### src/rtl/cnn_pkg.sv
// Shared types and helpers for the CNN configuration path.
package cnn_pkg;

  typedef enum logic [1:0] {
    IDLE,
    LOAD,
    DONE
  } loader_state_e;

  // Largest byte entry among the first n entries of a packed byte table.
  function automatic int max_of(input logic [63:0] tbl, input int n);
    int m;
    m = 0;
    for (int i = 0; i < 8; i++) begin
      if (i < n && int'(tbl[i*8 +: 8]) > m) m = int'(tbl[i*8 +: 8]);
    end
    return m;
  endfunction

endpackage

### src/rtl/cnn_load_counter.sv
// Nested addr/sel/layer counter walking the per-layer memory table in load order.
module cnn_load_counter
  import cnn_pkg::*;
#(
  parameter int                         N_LAYERS     = 3,
  parameter logic [N_LAYERS-1:0][7:0]   LAYER_N_MEMS = {8'd4, 8'd2, 8'd1},
  parameter logic [N_LAYERS-1:0][7:0]   LAYER_DEPTH  = {8'd3, 8'd4, 8'd7},
  parameter int                         LAYER_BITS   = 2,
  parameter int                         SEL_BITS     = 2,
  parameter int                         ADDR_BITS    = 3
) (
  input  logic                  clk_i,
  input  logic                  reset_i,
  input  logic                  clear_i,
  input  logic                  advance_i,
  output logic [LAYER_BITS-1:0] layer_o,
  output logic [SEL_BITS-1:0]   sel_o,
  output logic [ADDR_BITS-1:0]  addr_o,
  output logic                  last_o
);

  logic [LAYER_BITS-1:0] r_layer;
  logic [SEL_BITS-1:0]   r_sel;
  logic [ADDR_BITS-1:0]  r_addr;
  logic [7:0]            w_depth;
  logic [7:0]            w_nMems;
  logic                  w_addrWrap;
  logic                  w_selWrap;
  logic                  w_lastLayer;

  // Only the current layer's geometry governs the wrap points.
  assign w_depth     = LAYER_DEPTH[r_layer];
  assign w_nMems     = LAYER_N_MEMS[r_layer];
  assign w_addrWrap  = (8'(r_addr) == (w_depth - 8'd1));
  assign w_selWrap   = (8'(r_sel) == (w_nMems - 8'd1));
  assign w_lastLayer = (int'(r_layer) == (N_LAYERS - 1));

  assign last_o  = w_lastLayer & w_selWrap & w_addrWrap;
  assign layer_o = r_layer;
  assign sel_o   = r_sel;
  assign addr_o  = r_addr;

  always_ff @(posedge clk_i) begin
    if (reset_i || clear_i) begin
      r_layer <= '0;
      r_sel   <= '0;
      r_addr  <= '0;
    end else if (advance_i) begin
      if (w_addrWrap) begin
        r_addr <= '0;
        if (w_selWrap) begin
          r_sel   <= '0;
          r_layer <= r_layer + 1'b1;
        end else begin
          r_sel <= r_sel + 1'b1;
        end
      end else begin
        r_addr <= r_addr + 1'b1;
      end
    end
  end

endmodule

### src/rtl/cnn_weight_loader.sv
// Streams host words into every layer's weight/bias memory, then raises cfg_done_o.
module cnn_weight_loader
  import cnn_pkg::*;
#(
  parameter int                       WORD_SIZE        = 16,
  parameter int                       N_LAYERS         = 3,
  parameter logic [N_LAYERS-1:0][7:0] LAYER_N_MEMS     = {8'd4, 8'd2, 8'd1},
  parameter logic [N_LAYERS-1:0][7:0] LAYER_DEPTH      = {8'd3, 8'd4, 8'd7},
  parameter int                       RAM_SELECT_BITS  = $clog2(max_of(64'(LAYER_N_MEMS), N_LAYERS)),
  parameter int                       RAM_ADDRESS_BITS = $clog2(max_of(64'(LAYER_DEPTH), N_LAYERS))
) (
  input  logic                                      clk_i,
  input  logic                                      reset_i,
  input  logic                                      load_i,
  input  logic                                      pipe_busy_i,
  input  logic                                      valid_i,
  output logic                                      ready_o,
  input  logic [WORD_SIZE-1:0]                      data_i,
  output logic [N_LAYERS-1:0]                       w_en_o,
  output logic [RAM_SELECT_BITS+RAM_ADDRESS_BITS-1:0] mem_addr_o,
  output logic [WORD_SIZE-1:0]                      mem_data_o,
  output logic                                      cfg_done_o,
  output logic                                      busy_o
);

  localparam int LAYER_BITS = (N_LAYERS > 1) ? $clog2(N_LAYERS) : 1;
  localparam logic [N_LAYERS-1:0] LAYER_ONE = 1;

  loader_state_e                               r_state;
  logic                                        r_ready;
  logic                                        r_busy;
  logic                                        r_cfgDone;
  logic [N_LAYERS-1:0]                         r_wEn;
  logic [RAM_SELECT_BITS+RAM_ADDRESS_BITS-1:0] r_memAddr;
  logic [WORD_SIZE-1:0]                        r_memData;

  logic                        w_start;
  logic                        w_accept;
  logic                        w_last;
  logic [LAYER_BITS-1:0]       w_layer;
  logic [RAM_SELECT_BITS-1:0]  w_sel;
  logic [RAM_ADDRESS_BITS-1:0] w_addr;

  // A load request is only honoured when idle or done and the pipeline is quiet.
  assign w_start  = (r_state != LOAD) & load_i & ~pipe_busy_i;
  assign w_accept = (r_state == LOAD) & valid_i & r_ready;

  cnn_load_counter #(
    .N_LAYERS     (N_LAYERS),
    .LAYER_N_MEMS (LAYER_N_MEMS),
    .LAYER_DEPTH  (LAYER_DEPTH),
    .LAYER_BITS   (LAYER_BITS),
    .SEL_BITS     (RAM_SELECT_BITS),
    .ADDR_BITS    (RAM_ADDRESS_BITS)
  ) u_counter (
    .clk_i     (clk_i),
    .reset_i   (reset_i),
    .clear_i   (w_start),
    .advance_i (w_accept),
    .layer_o   (w_layer),
    .sel_o     (w_sel),
    .addr_o    (w_addr),
    .last_o    (w_last)
  );

  always_ff @(posedge clk_i) begin
    if (reset_i) begin
      r_state   <= IDLE;
      r_ready   <= 1'b0;
      r_busy    <= 1'b0;
      r_cfgDone <= 1'b0;
      r_wEn     <= '0;
      r_memAddr <= '0;
      r_memData <= '0;
    end else begin
      r_wEn <= '0;
      case (r_state)
        IDLE: begin
          if (w_start) begin
            r_state <= LOAD;
            r_ready <= 1'b1;
            r_busy  <= 1'b1;
          end
        end
        LOAD: begin
          // Address and data hold their last values whenever no word is accepted.
          if (w_accept) begin
            r_wEn     <= LAYER_ONE << w_layer;
            r_memAddr <= {w_sel, w_addr};
            r_memData <= data_i;
            if (w_last) begin
              r_state   <= DONE;
              r_ready   <= 1'b0;
              r_busy    <= 1'b0;
              r_cfgDone <= 1'b1;
            end
          end
        end
        DONE: begin
          if (w_start) begin
            r_state   <= LOAD;
            r_ready   <= 1'b1;
            r_busy    <= 1'b1;
            r_cfgDone <= 1'b0;
          end
        end
        default: r_state <= IDLE;
      endcase
    end
  end

  assign ready_o    = r_ready;
  assign busy_o     = r_busy;
  assign cfg_done_o = r_cfgDone;
  assign w_en_o     = r_wEn;
  assign mem_addr_o = r_memAddr;
  assign mem_data_o = r_memData;

endmodule

### config.mk
export PLATFORM = sky130hd
export DESIGN_NAME = cnn_weight_loader
export DESIGN_NICKNAME = d
export VERILOG_FILES = /design/src/rtl/cnn_pkg.sv /design/src/rtl/cnn_load_counter.sv /design/src/rtl/cnn_weight_loader.sv
export SDC_FILE = /design/constraint.sdc
export NUM_CORES = 1
export LEC_CHECK = 0
export BUFFER_PORTS_ARGS = -buffer_cell sky130_fd_sc_hd__buf_2
export CORE_MARGIN = 2
export CORE_UTILIZATION = 40
export CTS_CLUSTER_SIZE = 40
export DETAILED_ROUTE_END_ITERATION = 16
export GPL_TIMING_DRIVEN = 0
export PLACE_DENSITY = 0.65
export REMOVE_ABC_BUFFERS = 1
export SETUP_SLACK_MARGIN = 0.3
export SLEW_MARGIN = 15
export SYNTH_ARGS = -nofsm -noshare
export SYNTH_HDL_FRONTEND = slang
export SYNTH_HIERARCHICAL = 1
export SYNTH_SLANG_ARGS = --single-unit
### constraint.sdc
create_clock -name clk_i -period 3.75 [get_ports clk_i]
set_input_delay 0.1875 -clock clk_i [delete_from_list [all_inputs] [get_ports clk_i]]
set_output_delay 0.1875 -clock clk_i [all_outputs]
set_load 0.02 [all_outputs]
Word level (Yosys, flattened, before mapping) --
Index checks and enable logic that the tools add are counted.
Storage, ports and cells: output and inout bits 27, register bits 35, word-level logic and storage cells 65, input bits 21
Cells by class: shifts and indexed selects 1, add/sub/neg operators 5, bitwise operators 9, eq/ne operators 10, magnitude comparators 1, mux-type cells 18, reductions and logical operators 12
Operators with widths (number):
- 8-bit binary-select mux with 2-bit select | 2
- 8-bit two-way mux | 2
- 8-bit by 1-bit subtractor with 8-bit output (second input constant) | 2
- 2-bit by 1-bit != test with 1-bit output (second input constant) | 5
- 2-bit by 8-bit == test with 1-bit output | 1
- 3-bit by 8-bit == test with 1-bit output | 1
- 2-bit two-way mux | 4
- 4-bit AND reduction | 2
- 1-bit bitwise AND | 6
- 1-bit two-way mux | 6
- 3-bit AND reduction | 2
- 2-bit by 1-bit adder with 2-bit output (second input constant) | 2
- 2-bit == test (second input constant) | 2
- 1-bit case mux with 2 select lines | 2
- 2-bit case mux with 2 select lines | 1
- 2-bit AND reduction | 2
- 2-bit nonzero test | 2
- 3-bit by 1-bit adder with 3-bit output (second input constant) | 1
- 2-bit by 3-bit < comparator with 1-bit output (second input constant) | 1
- 3-bit two-way mux | 1
- 1-bit inverter | 3
- 3-bit OR reduction | 1
- 1-bit by 2-bit left shift with 3-bit output (first input constant) | 1
- 2-bit by 1-bit == test with 1-bit output (second input constant) | 1
- 3 further kinds | 3

Longest topological paths before layout --
depth after elaboration 9, mapped depth 8, depth with buffers taken out 8

Hierarchy --
The synthesis kept the hierarchy.
Modules (own cells, without submodules):
- cnn_weight_loader | cells each 120, times used 1, area an instance 1023.5 um2, seq. area each 560.5 um2
- cnn_load_counter | cells each 49, times used 1, area an instance 447.9 um2, seq. area each 140.1 um2

Least setup slack after synthesis --
No wires, ideal clock.
path kind register -> register, from register u_counter.r_layer[0], in the netlist u_counter/layer_o[0], to register u_counter.r_sel[0], in the netlist u_counter/sel_o[0], period minus slack after synthesis 1747 ps, path buffers 0, arrival 1677 ps, library setup time 70 ps, stages on the path, launching flop included 7, slack 2003 ps, data required time 3680 ps, path through dfxtp_1 > inv_1 > ha_1 > xor2_1 > o2111ai_2 > or3b_1 > a21oi_1
On the way: word-level cells in the longest chain between the ends 5, elaborated cells on any way between the ends 10, classes of those cells add/sub (2); eq/ne (2); mux (5); reduce/logical (1)
RTL lines:
- from (decl) | line cnn_load_counter.sv:22 | logic [LAYER_BITS-1:0] r_layer;
- from (signal assigned) | line cnn_load_counter.sv:53 | r_layer <= r_layer + 1'b1;
- 8-bit binary-select mux with 2-bit select, on equally long branches | line cnn_load_counter.sv:33, cnn_load_counter.sv:32
- 8-bit two-way mux, on equally long branches | line cnn_load_counter.sv:33, cnn_load_counter.sv:32
- 8-bit by 1-bit subtractor with 8-bit output, on equally long branches | line cnn_load_counter.sv:35, cnn_load_counter.sv:34
- 2-bit by 8-bit == test with 1-bit output or 3-bit by 8-bit == test with 1-bit output (tied branches) | line cnn_load_counter.sv:35, cnn_load_counter.sv:34
- 2-bit two-way mux or 2-bit AND reduction (tied branches)
- to (signal assigned) | line cnn_load_counter.sv:55 | r_sel <= r_sel + 1'b1;
- to (decl) | line cnn_load_counter.sv:23 | logic [SEL_BITS-1:0] r_sel;
Parallel ways exist; a longest one is shown, timed or not. The select of a mux whose other input is x is not followed. A chain may end at the register's enable or synchronous reset.

Worst setup path in the final report --
from register r_state[0], to register u_counter.r_sel[0], in the netlist u_counter/sel_o[0]
On the way: word-level cells in the longest chain between the ends 4, elaborated cells on any way between the ends 8, classes of those cells eq/ne (2); bitwise (4); reduce/logical (2)
RTL lines:
- from (decl) | line cnn_weight_loader.sv:29 | loader_state_e r_state;
- from (signal assigned) | line cnn_weight_loader.sv:68 | r_state <= IDLE;
- from (signal assigned) | line cnn_weight_loader.sv:80 | r_state <= LOAD;
- from (signal assigned) | line cnn_weight_loader.sv:92 | r_state <= DONE;
- 2-bit by 1-bit == test with 1-bit output or 2-bit by 1-bit != test with 1-bit output (tied branches) | line cnn_weight_loader.sv:46, cnn_weight_loader.sv:45
- 1-bit bitwise AND, on equally long branches (2 in a row) | line cnn_weight_loader.sv:46, cnn_weight_loader.sv:45
- 2-bit AND reduction (no source line) or 1-bit logical OR (tied branches)
Parallel ways exist; a longest one is shown, timed or not.

==> results.md <==
- Of the total synthesized cell area, the portion taken by AND, OR, NAND and NOR gates is 24.74%.
- In this run the static leakage power is 0.7800 nW.
- The async set or reset register ratio after synthesis is 0%.
- For this run, design rule violations remaining after detail routing come to 0.
- The min-delay analysis places its worst path in the category input pin to flop.
- Derived from the worst setup path, the maximum achievable clock frequency is 438.8 MHz.
- The initial standard-cell utilization of the core is 40.80%.
- The startpoint of the worst register-to-register path is r_state[0]$_SDFFE_PP0P_.
- The area of all placed cells without fillers is 1828 sq um.
- The maximum buffer depth of the clock tree is 2.
- In this run the tightest slew margin relative to its limit is 63.81%.
- The HPWL after detailed placement is 1.928 mm.
- The via count of the first global-routing pass was 1108.
- In the final timing run, aggregate negative setup slack is 0 ps.
- The clock tree from TritonCTS is yes.
- The post-synthesis average cell area is 8.707 sq um.
- The aggregate global-route resource usage is 14.69%.
- The number of cells on the worst reg-to-reg path is 5.
- In this run the most critical hold path is launched from data_i[14].
- The signed area change from the synthesized netlist to the final layout is 24.23%.
- The count of antenna-violating nets left after detailed routing is 0.
- Counting distinct cell types in the post-synthesis netlist gives 37.
- The number of top-level pins is 48.
- Cells with a size suffix above 1 make up 27.78% of the layout.
- For the worst setup path, the data required time is 3960 ps.
- The worst setup path is of the flop to flop kind.
- The detail-routed net length per standard cell is 10.94 um.
- The number of diodes is 0.
- The first global-routing pass estimated 4.774 mm of wire.
- After Yosys synthesis, full adders, half adders and majority gates account for 4.252% of the synthesized area.
- After Yosys synthesis, XOR and XNOR cells account for 2.381% of the synthesized area.
- The number of clock buffers added by TritonCTS is 5.
- After detailed placement, the total cell area comes to 1715 sq um.
- The total via count in the routed design is 1265.
- The die is 64.65 um wide.
- The number of failing hold endpoints at the final stage was 0.
- The number of post-CTS setup repair buffers is 0.
- The H-tree was split into 2 levels.
- In the synthesized netlist, the number of instances is 169.
- The capture point of the worst reg-to-reg path is u_counter/sel_o[0]$_SDFFE_PP0P_.
- Entering global routing, the biggest net connects 31 pins.
- Setup repair after global routing left no endpoint under its margin.
- The synthesized area is 1471 sq um.
- The post-route core utilization is 50.69%.
- In this run the worst path has a maximum fanout of 25.
- The actual transition at the worst max-transition pin is 542.9 ps.
- The floorplan die area is 4180 sq um.
- The number of failing setup endpoints in the final timing report is 0.
- The tree built by TritonCTS fans out to 35 sinks.
- The data arrival time of the critical path is 2490 ps.
- The largest family of logic cells by synthesized area is simple AND/OR/NAND/NOR gates.
- The worst hold path was traced through 3 stages.
- Global routing finished with a remaining overflow of 0.
- The most used flip-flop cell after synthesis is sky130_fd_sc_hd__dfxtp_1.
- Hold is met by 134.0 ps.
- The worst hold path terminates at mem_data_o[14]$_SDFFE_PP0P_.
- Port buffering added 47 buffers.
- Dividing the final minimum period by the clock period gives 60.77%.
- Clock-pin slew was measured on the worst setup and hold paths at 70 ps.
- The total power divided by cell area is 421.0 nW/um^2.
- The max-slew violation total from the final report is 0.
- The number of rows created at floorplan is 22.
- The root buffer cell is sky130_fd_sc_hd__clkbuf_8.
- The synthesized design contains 0 enable-type register cells.
- The number of fillers in the final layout is 363.
- The violation count after the first detailed-route iteration is 67.
- Sequential elements use 47.62% of the synthesized area.
- The number of detailed-routing iterations run before antenna repair is 4.
- The vias per cell is 4.792.
- Across the routed clock network, the largest skew measured is 2.282 ps.
- The clock period minus final worst setup slack is 2279 ps.
- The internal reg-to-reg setup slack is 1470 ps.
- The initial antenna violation count was 0.
- In the synthesized netlist, mux cells make up 1.616% of the area.
- The layout net count is 241.
- Summing the areas of all compound-gate instances in the mapped netlist gives 14.37% of the synthesized area.
- The critical path launch point type is a flop.
- The hold-fix buffer count after cts is 0.
- The number of synthesis warnings is 6.
- The total wirelength of the detailed-routed design is 2.889 mm.
- STA classifies the critical path endpoint as a flop.
- The number of synthesized register bits is 35.
- IR analysis of the VDD net gives a maximum drop of 0.1652 mV.
- The placer congestion estimate is 0.7623.
- The later-pin clock latency in the skew report is 280 ps.
- The number of gates resized after CTS was 0.
- In this run the vertical extent of the chip is 64.65 um.
- The run finished with clean final reports.
- The core outline area is 3606 sq um.
- The tool flagged a number of max-cap violations equal to 0.
metrics by stage:
stage | setup WS [ps] | total power [W] | cells
2_1_floorplan | 1574 | 0.0004182 | 161
3_3_place_gp | 1480 | 0.0004439 | 256
3_5_place_dp | 1495 | 0.0004438 | 256
4_1_cts | 1465 | 0.0007805 | 264
5_1_grt | 1227 | 0.0008053 | 264
6_report | 1471 | 0.0007696 | 264
area by class of cell:
class / instances / area, sq um / share of cell area (%)
clock buffer: 5 / 68.82 / 3.765
clock inverter: 3 / 43.79 / 2.396
inverter: 6 / 22.52 / 1.232
multi-input combinational: 120 / 696.9 / 38.12
sequential: 35 / 700.7 / 38.33
tap: 48 / 60.06 / 3.285
timing repair buffer: 47 / 235.2 / 12.87
critical path, stage by stage (launching register included):
cell,delay [ps]
sky130_fd_sc_hd__dfxtp_1,480
sky130_fd_sc_hd__nand4b_4,360
sky130_fd_sc_hd__inv_2,480
sky130_fd_sc_hd__o2111ai_2,310
sky130_fd_sc_hd__or3b_1,410
sky130_fd_sc_hd__a21oi_1,150
layout by cell type, fill, tap and decap left out, types with 3 or more instances in the layout:
cell / instances
sky130_fd_sc_hd__nand2_1: 47
sky130_fd_sc_hd__buf_2: 47
sky130_fd_sc_hd__dfxtp_1: 35
sky130_fd_sc_hd__a21oi_1: 26
sky130_fd_sc_hd__nor2_1: 7
sky130_fd_sc_hd__inv_1: 5
sky130_fd_sc_hd__clkbuf_8: 5
sky130_fd_sc_hd__ha_1: 5
sky130_fd_sc_hd__nor3b_1: 3
layer usage:
metal	routed length, um	up-vias	share of wire, %	track usage, %
met4	0	0	0	7.181
li1	-	659	-	-
met1	1363	564	47	17.97
met3	180	0	6.2	5.035
met5	0	-	0	0
met2	1345	42	47	23.05
synthesized netlist by cell type, types with 2 or more instances:
cell,count,area [sq um]
sky130_fd_sc_hd__nor2b_1,2,12.51
sky130_fd_sc_hd__buf_6,2,22.52
sky130_fd_sc_hd__nor3b_1,3,22.52
sky130_fd_sc_hd__dfxtp_1,35,700.7
sky130_fd_sc_hd__inv_1,5,18.77
sky130_fd_sc_hd__o21ai_0,2,10.01
sky130_fd_sc_hd__ha_1,5,62.56
sky130_fd_sc_hd__xnor2_1,2,17.52
sky130_fd_sc_hd__o31ai_1,2,15.01
sky130_fd_sc_hd__nor4b_1,2,17.52
sky130_fd_sc_hd__nand2_1,47,176.4
sky130_fd_sc_hd__nand2b_1,2,12.51
sky130_fd_sc_hd__buf_2,2,10.01
sky130_fd_sc_hd__clkbuf_1,3,11.26
sky130_fd_sc_hd__xor2_1,2,17.52
sky130_fd_sc_hd__nor2_1,7,26.28
sky130_fd_sc_hd__a21oi_1,26,130.1
cell families (layout without fill, tap and decap cells):
logic type / Yosys count / after routing
AO/OA/AOI/OAI: 36 / 36
XOR/XNOR: 4 / 4
adder cells (fa/ha/maj): 5 / 5
buffers and inverters: 14 / 61
flip-flops: 35 / 35
multiplexers: 2 / 2
AND/OR/NAND/NOR: 73 / 73
registers in the layout (all words and copies together) (netlist names):
register,cells
u_counter/sel_o,2
cfg_done_o,1
busy_o,1
u_counter/layer_o,2
r_state,2
u_counter/addr_o,3
mem_data_o,16
mem_addr_o,5
w_en_o,3
how the worst max path moves through the flow:
stage	start	endpoint	slack, ps	depth (start not counted)
after floorplan	busy_o$_SDFFE_PP0P_	u_counter/sel_o[0]$_SDFFE_PP0P_	1570	5
after CTS	r_state[0]$_SDFFE_PP0P_	u_counter/sel_o[0]$_SDFFE_PP0P_	1470	5
after global placement	r_state[0]$_SDFFE_PP0P_	u_counter/sel_o[0]$_SDFFE_PP0P_	1480	5
after detailed placement	r_state[0]$_SDFFE_PP0P_	u_counter/sel_o[0]$_SDFFE_PP0P_	1490	5
after global routing	r_state[0]$_SDFFE_PP0P_	u_counter/sel_o[0]$_SDFFE_PP0P_	1230	5
final	r_state[0]$_SDFFE_PP0P_	u_counter/sel_o[0]$_SDFFE_PP0P_	1470	5
report_power, final:
group          switching (W)   total, W  internal, W
combinational      0.0000307  0.0000504    0.0000197
clock               0.000137   0.000334     0.000198
sequential        0.00000700   0.000385     0.000378
total               0.000174   0.000770     0.000595
Power figures use the tool's default switching activity.
